**config.mk**
```make
export PLATFORM = sky130hd
export DESIGN_NAME = pipeline_ctrl
export DESIGN_NICKNAME = d
export VERILOG_FILES = /design/src/rtl/pipeline_ctrl_pkg.sv /design/src/rtl/pipeline_ctrl_hazard_detect.sv /design/src/rtl/pipeline_ctrl.sv
export SDC_FILE = /design/constraint.sdc
export NUM_CORES = 1
export LEC_CHECK = 0
export ABC_AREA = 1
export ABC_CLOCK_PERIOD_IN_PS = 3100
export BUFFER_PORTS_ARGS = -buffer_cell sky130_fd_sc_hd__buf_2
export CORE_UTILIZATION = 44
export CTS_CLUSTER_DIAMETER = 30
export CTS_CLUSTER_SIZE = 20
export DETAILED_ROUTE_END_ITERATION = 7
export GPL_ROUTABILITY_DRIVEN = 0
export HOLD_SLACK_MARGIN = 0.12
export PLACE_DENSITY_LB_ADDON = 0.2
export SLEW_MARGIN = 20
export SYNTH_ARGS = -nofsm -noshare
export SYNTH_HDL_FRONTEND = slang
export SYNTH_HIERARCHICAL = 1
export SYNTH_SLANG_ARGS = --single-unit
```
**constraint.sdc**
```tcl
create_clock -name clk -period 3.1 [get_ports clk]
set_clock_uncertainty 0.05 [all_clocks]
set_input_delay 0.62 -clock clk [delete_from_list [all_inputs] [get_ports clk]]
set_output_delay 0.62 -clock clk [all_outputs]
set_load 0.005 [all_outputs]
```
**src/rtl/pipeline_ctrl_pkg.sv**
```systemverilog
// rtl/pipeline_ctrl_pkg.sv - shared run-control state encodings and address-width default
// Contents: state_t (ST_RUN, ST_DRAIN, ST_HALTED, ST_STEP), NB_REG_ADDR_DEFAULT.
// The debug unit uses the same encodings to decode o_state.
package pipeline_ctrl_pkg;

  localparam int NB_REG_ADDR_DEFAULT = 5;

  typedef enum logic [1:0] {
    ST_RUN    = 2'd0,
    ST_DRAIN  = 2'd1,
    ST_HALTED = 2'd2,
    ST_STEP   = 2'd3
  } state_t;

endpackage

```
**src/rtl/pipeline_ctrl_hazard_detect.sv**
```systemverilog
// rtl/pipeline_ctrl_hazard_detect.sv - combinational load-use and branch-flush detection
// Ports:
//   i_id_rs1, i_id_rs2 : source registers of the instruction in ID
//   i_ex_rd            : destination register of the instruction in EX
//   i_ex_mem_read      : EX instruction is a load
//   i_branch_taken     : branch/jump resolved taken in ID
//   o_lu               : load-use hazard
//   o_bf               : branch flush (suppressed by a load-use stall)
module pipeline_ctrl_hazard_detect #(
  parameter int NB_REG_ADDR = 5
) (
  input  logic [NB_REG_ADDR-1:0] i_id_rs1,
  input  logic [NB_REG_ADDR-1:0] i_id_rs2,
  input  logic [NB_REG_ADDR-1:0] i_ex_rd,
  input  logic                   i_ex_mem_read,
  input  logic                   i_branch_taken,
  output logic                   o_lu,
  output logic                   o_bf
);

  // x0 is never a real producer, so a load targeting it cannot create a hazard.
  assign o_lu = i_ex_mem_read && (i_ex_rd != '0) &&
                ((i_ex_rd == i_id_rs1) || (i_ex_rd == i_id_rs2));

  // A stalled branch resolved on stale operands; let it re-resolve next cycle.
  assign o_bf = i_branch_taken && !o_lu;

endmodule

```
**src/rtl/pipeline_ctrl.sv**
```systemverilog
// rtl/pipeline_ctrl.sv - hazard and debug run-control unit for the 5-stage core
// Ports:
//   clk, i_rst (sync, active-high)
//   i_id_rs1, i_id_rs2, i_ex_rd, i_ex_mem_read, i_branch_taken : hazard inputs
//   i_halt_req (level), i_step_req (pulse), i_resume (pulse)   : debug control
//   o_pc_en, o_if_id_en, o_if_id_flush, o_id_ex_flush, o_pipe_en : pipeline control
//   o_halted, o_state                                            : run-control status
//   o_stall_cnt, o_flush_cnt : saturating event counters (only with PIPELINE_CTRL_PERF_EN)
// Optional macro: PIPELINE_CTRL_PERF_EN
module pipeline_ctrl
  import pipeline_ctrl_pkg::*;
#(
  parameter int NB_REG_ADDR  = NB_REG_ADDR_DEFAULT,
  parameter int DRAIN_CYCLES = 4
) (
  input  logic                   clk,
  input  logic                   i_rst,
  input  logic [NB_REG_ADDR-1:0] i_id_rs1,
  input  logic [NB_REG_ADDR-1:0] i_id_rs2,
  input  logic [NB_REG_ADDR-1:0] i_ex_rd,
  input  logic                   i_ex_mem_read,
  input  logic                   i_branch_taken,
  input  logic                   i_halt_req,
  input  logic                   i_step_req,
  input  logic                   i_resume,
  output logic                   o_pc_en,
  output logic                   o_if_id_en,
  output logic                   o_if_id_flush,
  output logic                   o_id_ex_flush,
  output logic                   o_pipe_en,
  output logic                   o_halted,
`ifdef PIPELINE_CTRL_PERF_EN
  output logic [31:0]            o_stall_cnt,
  output logic [31:0]            o_flush_cnt,
`endif
  output logic [1:0]             o_state
);

  localparam logic [3:0] DRAIN_LOAD = 4'(DRAIN_CYCLES - 1);

  state_t     state, state_n;
  logic [3:0] cnt, cnt_n;
  logic       lu, bf;

  pipeline_ctrl_hazard_detect #(
    .NB_REG_ADDR (NB_REG_ADDR)
  ) u_hazard_detect (
    .i_id_rs1       (i_id_rs1),
    .i_id_rs2       (i_id_rs2),
    .i_ex_rd        (i_ex_rd),
    .i_ex_mem_read  (i_ex_mem_read),
    .i_branch_taken (i_branch_taken),
    .o_lu           (lu),
    .o_bf           (bf)
  );

  always_ff @(posedge clk) begin
    if (i_rst) begin
      state <= ST_RUN;
      cnt   <= '0;
    end else begin
      state <= state_n;
      cnt   <= cnt_n;
    end
  end

  always_comb begin
    state_n       = state;
    cnt_n         = cnt;
    o_pc_en       = 1'b0;
    o_if_id_en    = 1'b0;
    o_if_id_flush = 1'b0;
    o_id_ex_flush = 1'b0;
    o_pipe_en     = 1'b0;
    o_halted      = 1'b0;
    case (state)
      ST_RUN, ST_STEP: begin
        o_pipe_en     = 1'b1;
        o_pc_en       = !lu;
        o_if_id_en    = !lu;
        o_id_ex_flush = lu;
        o_if_id_flush = bf;
        if (state == ST_STEP) begin
          state_n = ST_HALTED;
        end else if (i_halt_req) begin
          state_n = ST_DRAIN;
          cnt_n   = DRAIN_LOAD;
        end
      end
      ST_DRAIN: begin
        // Fetch keeps tracking a taken target so resume restarts at the right PC,
        // while IF/ID is flushed to inject bubbles behind the last real instruction.
        o_pipe_en = 1'b1;
        o_pc_en   = bf;
        if (lu) begin
          // Hold IF/ID and the counter so the stalled ID instruction still retires.
          o_id_ex_flush = 1'b1;
        end else begin
          o_if_id_en    = 1'b1;
          o_if_id_flush = 1'b1;
          if (cnt == 4'd0) begin
            state_n = ST_HALTED;
          end else begin
            cnt_n = cnt - 4'd1;
          end
        end
      end
      ST_HALTED: begin
        o_halted = 1'b1;
        if (i_resume) begin
          state_n = ST_RUN;
        end else if (i_step_req) begin
          state_n = ST_STEP;
        end
      end
      default: begin
        state_n = ST_RUN;
      end
    endcase
    if (i_rst) begin
      o_pc_en       = 1'b0;
      o_if_id_en    = 1'b0;
      o_if_id_flush = 1'b0;
      o_id_ex_flush = 1'b0;
      o_pipe_en     = 1'b0;
      o_halted      = 1'b0;
    end
  end

  assign o_state = i_rst ? 2'd0 : state;

`ifdef PIPELINE_CTRL_PERF_EN
  always_ff @(posedge clk) begin
    if (i_rst) begin
      o_stall_cnt <= '0;
      o_flush_cnt <= '0;
    end else begin
      if (lu && (state == ST_RUN || state == ST_STEP) && o_stall_cnt != '1) begin
        o_stall_cnt <= o_stall_cnt + 32'd1;
      end
      if (bf && o_flush_cnt != '1) begin
        o_flush_cnt <= o_flush_cnt + 32'd1;
      end
    end
  end
`endif

endmodule

```
==> reports/qor.csv <==
stage;metric;value;unit
sta;final-setup-viol-count;0;
layout;area_delta_synth_final;23.0;%
clock_tree;cts_resized;0;
grt;track_usage;17.2;%
drt;dr.pass1.iters;4;
logic_synthesis;syn_inst;152;
floorplanning;placementRows;15;
clock_tree;clock_sinks;6;
sta;fmax;418;MHz
floorplanning;start_util;47.3;%
placement;post-dp-hpwl;1.42;mm
worst_setup_path;startpoint_type;input port;
min_path;hp-class;flop to flop;
drt;wirelength;1.73;mm
worst_setup_path;regToRegSetupSlack;1.44;ns
worst_setup_path;cp-startpoint;i_ex_rd[1];
drt;via_count;928;
sta;slew_headroom;78.6;%
grt;grt_pass1_vias;715;
placement;dp_slack;0.693;ns
sta;hold_slack;0.450;ns
clock_tree;cts_setup_buffers;0;
sta;setup_tns;0;ns
worst_setup_path;crit_end;o_if_id_flush;
drt;viasPerCell;4.48;
placement;place_area;982;µm²
clock_tree;cts_tree;done;
sta;hold_viol;0;
power;peakVddDrop;420;µV
worst_setup_path;cp-end-kind;primary output;
logic_synthesis;ys_warn_count;6;
sta;setup_ws;0.708;ns
clock_tree;cts_hold_buf;0;
layout;design_area;1000;µm²
sta;finalCritPeriodShare;77.2;%
floorplanning;coreArea;1730;µm²
worst_setup_path;path_class;input port to primary output;
sta;post-route-min-period;2.39;ns
run;cap_violations;0;
run_status;status;finished, final reports clean;
logic_synthesis;ys_seq_area_share;14.7;%
power;cellPowerDensity;707;nW/µm²
floorplanning;die_area;2030;µm²
clock_tree;clockRootBuffer;clkbuf_4;
drt;drtIter0Drc;6;
worst_setup_path;arrival;1.72;ns
sta;drv_slew;0;
worst_setup_path;rr_endpoint;cnt[1]$_SDFFE_PP0P_;
worst_setup_path;r2r_cells;8;
sta;grt_setup_unrepaired;no;
drt;final_antenna_net_count;0;
layout;layout.nets;212;
worst_setup_path;critPathRequiredTime;2.43;ns
logic_synthesis;synth-seq-cells;6;
placement;port_buffers;29;
logic_synthesis;syn_area;817;µm²
drt;drcViolationCount;0;
grt;overflow;0;
clock_tree;clock_path_buffers;2;
placement;dp_cells;204;
floorplanning;die_h;45.1;µm
drt;avgRoutedWirePerCell;8.33;µm
floorplanning;die_x;45.1;µm
layout;num_antenna_cells;0;
power;p_total;710;µW
clock_tree;htreeDepth;1;
sta;tightest_slew;0.321;ns
logic_synthesis;syn_nets;180;
clock_tree;clk_pin_slew;0.05;ns
power;leakage;0.619;nW
grt;antenna_found_initial;0;
logic_synthesis;avgSynthCellArea;5.38;µm²
grt;grt_start_max_net_pins;10;
floorplanning;top_level_ports;30;
clock_tree;insertion_delay;0.24;ns
clock_tree;cts_buffers;3;
worst_setup_path;r2r_start;state[0]$_SDFFE_PP0P_;
layout;drive_gt1_share;23.6;%
layout;fin_cells;207;
logic_synthesis;synth_cell_types;22;
layout;finish.utilization;58.2;%
grt;grt_pass1_wl;2.66;mm
worst_setup_path;path_max_fanout;4;
-- cell type report --
| class | count | area [µm²] |
|---|---|---|
| repair buffers | 29 | 145 |
| flip-flops and latches | 6 | 120 |
| well taps | 25 | 31.3 |
| multi-input cells | 111 | 562 |
| fillers | 191 | 722 |
| clock buffers | 3 | 22.5 |
| inverters | 33 | 124 |
-- worst max-delay path: stages --
cell and delay (ns):
buf_2 0.10, inv_1 0.06, nand2_1 0.06, nand2_1 0.05, nor2_1 0.13, nand3_1 0.12
a21oi_2 0.16, inv_1 0.09, a22oi_1 0.16, nor2_1 0.05, buf_2 0.12
-- logic make-up (layout without fill, tap and decap cells) --
logic type,Yosys count,count (layout),synth area share (%)
AND/OR/NAND/NOR,92,92,48.7
buffers and inverters,35,65,16.5
AO/OA/AOI/OAI,11,11,8.73
adder cells (fa/ha/maj),6,6,9.19
flip-flops,6,6,14.7
XOR/XNOR,2,2,2.14
-- state kept, by name (all words and copies together) (netlist names) --
signal  count
cnt         4
state       2
-- metal layers --
metal | global-route usage (%) | routed length [µm] | vias up
li1 | - | - | 515
met1 | 22.4 | 909 | 394
met2 | 29.9 | 777 | 19
met3 | 3.60 | 38 | 0
met4 | 1.82 | 0 | 0
met5 | 0 | 0 | -
-- report_power, final --
| group | switching [mW] | leakage (nW) | total (mW) | internal (mW) |
|---|---|---|---|---|
| logic | 0.292 | 0.556 | 0.494 | 0.202 |
| clock network | 0.0273 | 0.0138 | 0.0711 | 0.0437 |
| registers | 0.0361 | 0.0496 | 0.145 | 0.109 |
-- layout by cell type, fill, tap and decap left out, drive strengths merged --
| master | n |
|---|---|
| nand2 | 47 |
| inv | 32 |
| buf | 29 |
| nor2 | 28 |
| nand3 | 13 |
| ha | 6 |
| dfxtp | 6 |
| a21oi | 5 |
| o21ai | 4 |
| clkbuf | 3 |
| a22oi | 2 |
| nor3 | 2 |
| xnor2 | 2 |
| clkinv | 1 |
| nand4 | 1 |
| nand3b | 1 |
-- Yosys cell counts, drive strengths merged --
cell | n | area (µm²)
nand4 | 1 | 21.3
clkbuf | 1 | 3.75
a22oi | 2 | 15.0
ha | 6 | 75.1
o21ai | 4 | 23.8
nor3 | 2 | 10.0
nor2 | 28 | 115
nand2 | 47 | 179
nand3 | 13 | 65.1
nand3b | 1 | 7.51
a21oi | 5 | 32.5
inv | 32 | 120
xnor2 | 2 | 17.5
dfxtp | 6 | 120
clkinv | 1 | 3.75
buf | 1 | 7.51
-- how the worst min path moves through the flow --
stage          slack [ns]  cells past startpoint                  end           startpoint
4_1_cts              0.45                      2  cnt[0]$_SDFFE_PP0P_  cnt[0]$_SDFFE_PP0P_
6_report             0.45                      2  cnt[0]$_SDFFE_PP0P_  cnt[0]$_SDFFE_PP0P_
3_3_place_gp         0.44                      2  cnt[0]$_SDFFE_PP0P_  cnt[0]$_SDFFE_PP0P_
3_5_place_dp         0.44                      2  cnt[0]$_SDFFE_PP0P_  cnt[0]$_SDFFE_PP0P_
2_1_floorplan        0.42                      2  cnt[0]$_SDFFE_PP0P_  cnt[0]$_SDFFE_PP0P_
5_1_grt              0.47                      2  cnt[0]$_SDFFE_PP0P_  cnt[0]$_SDFFE_PP0P_
Power figures use the tool's default switching activity.
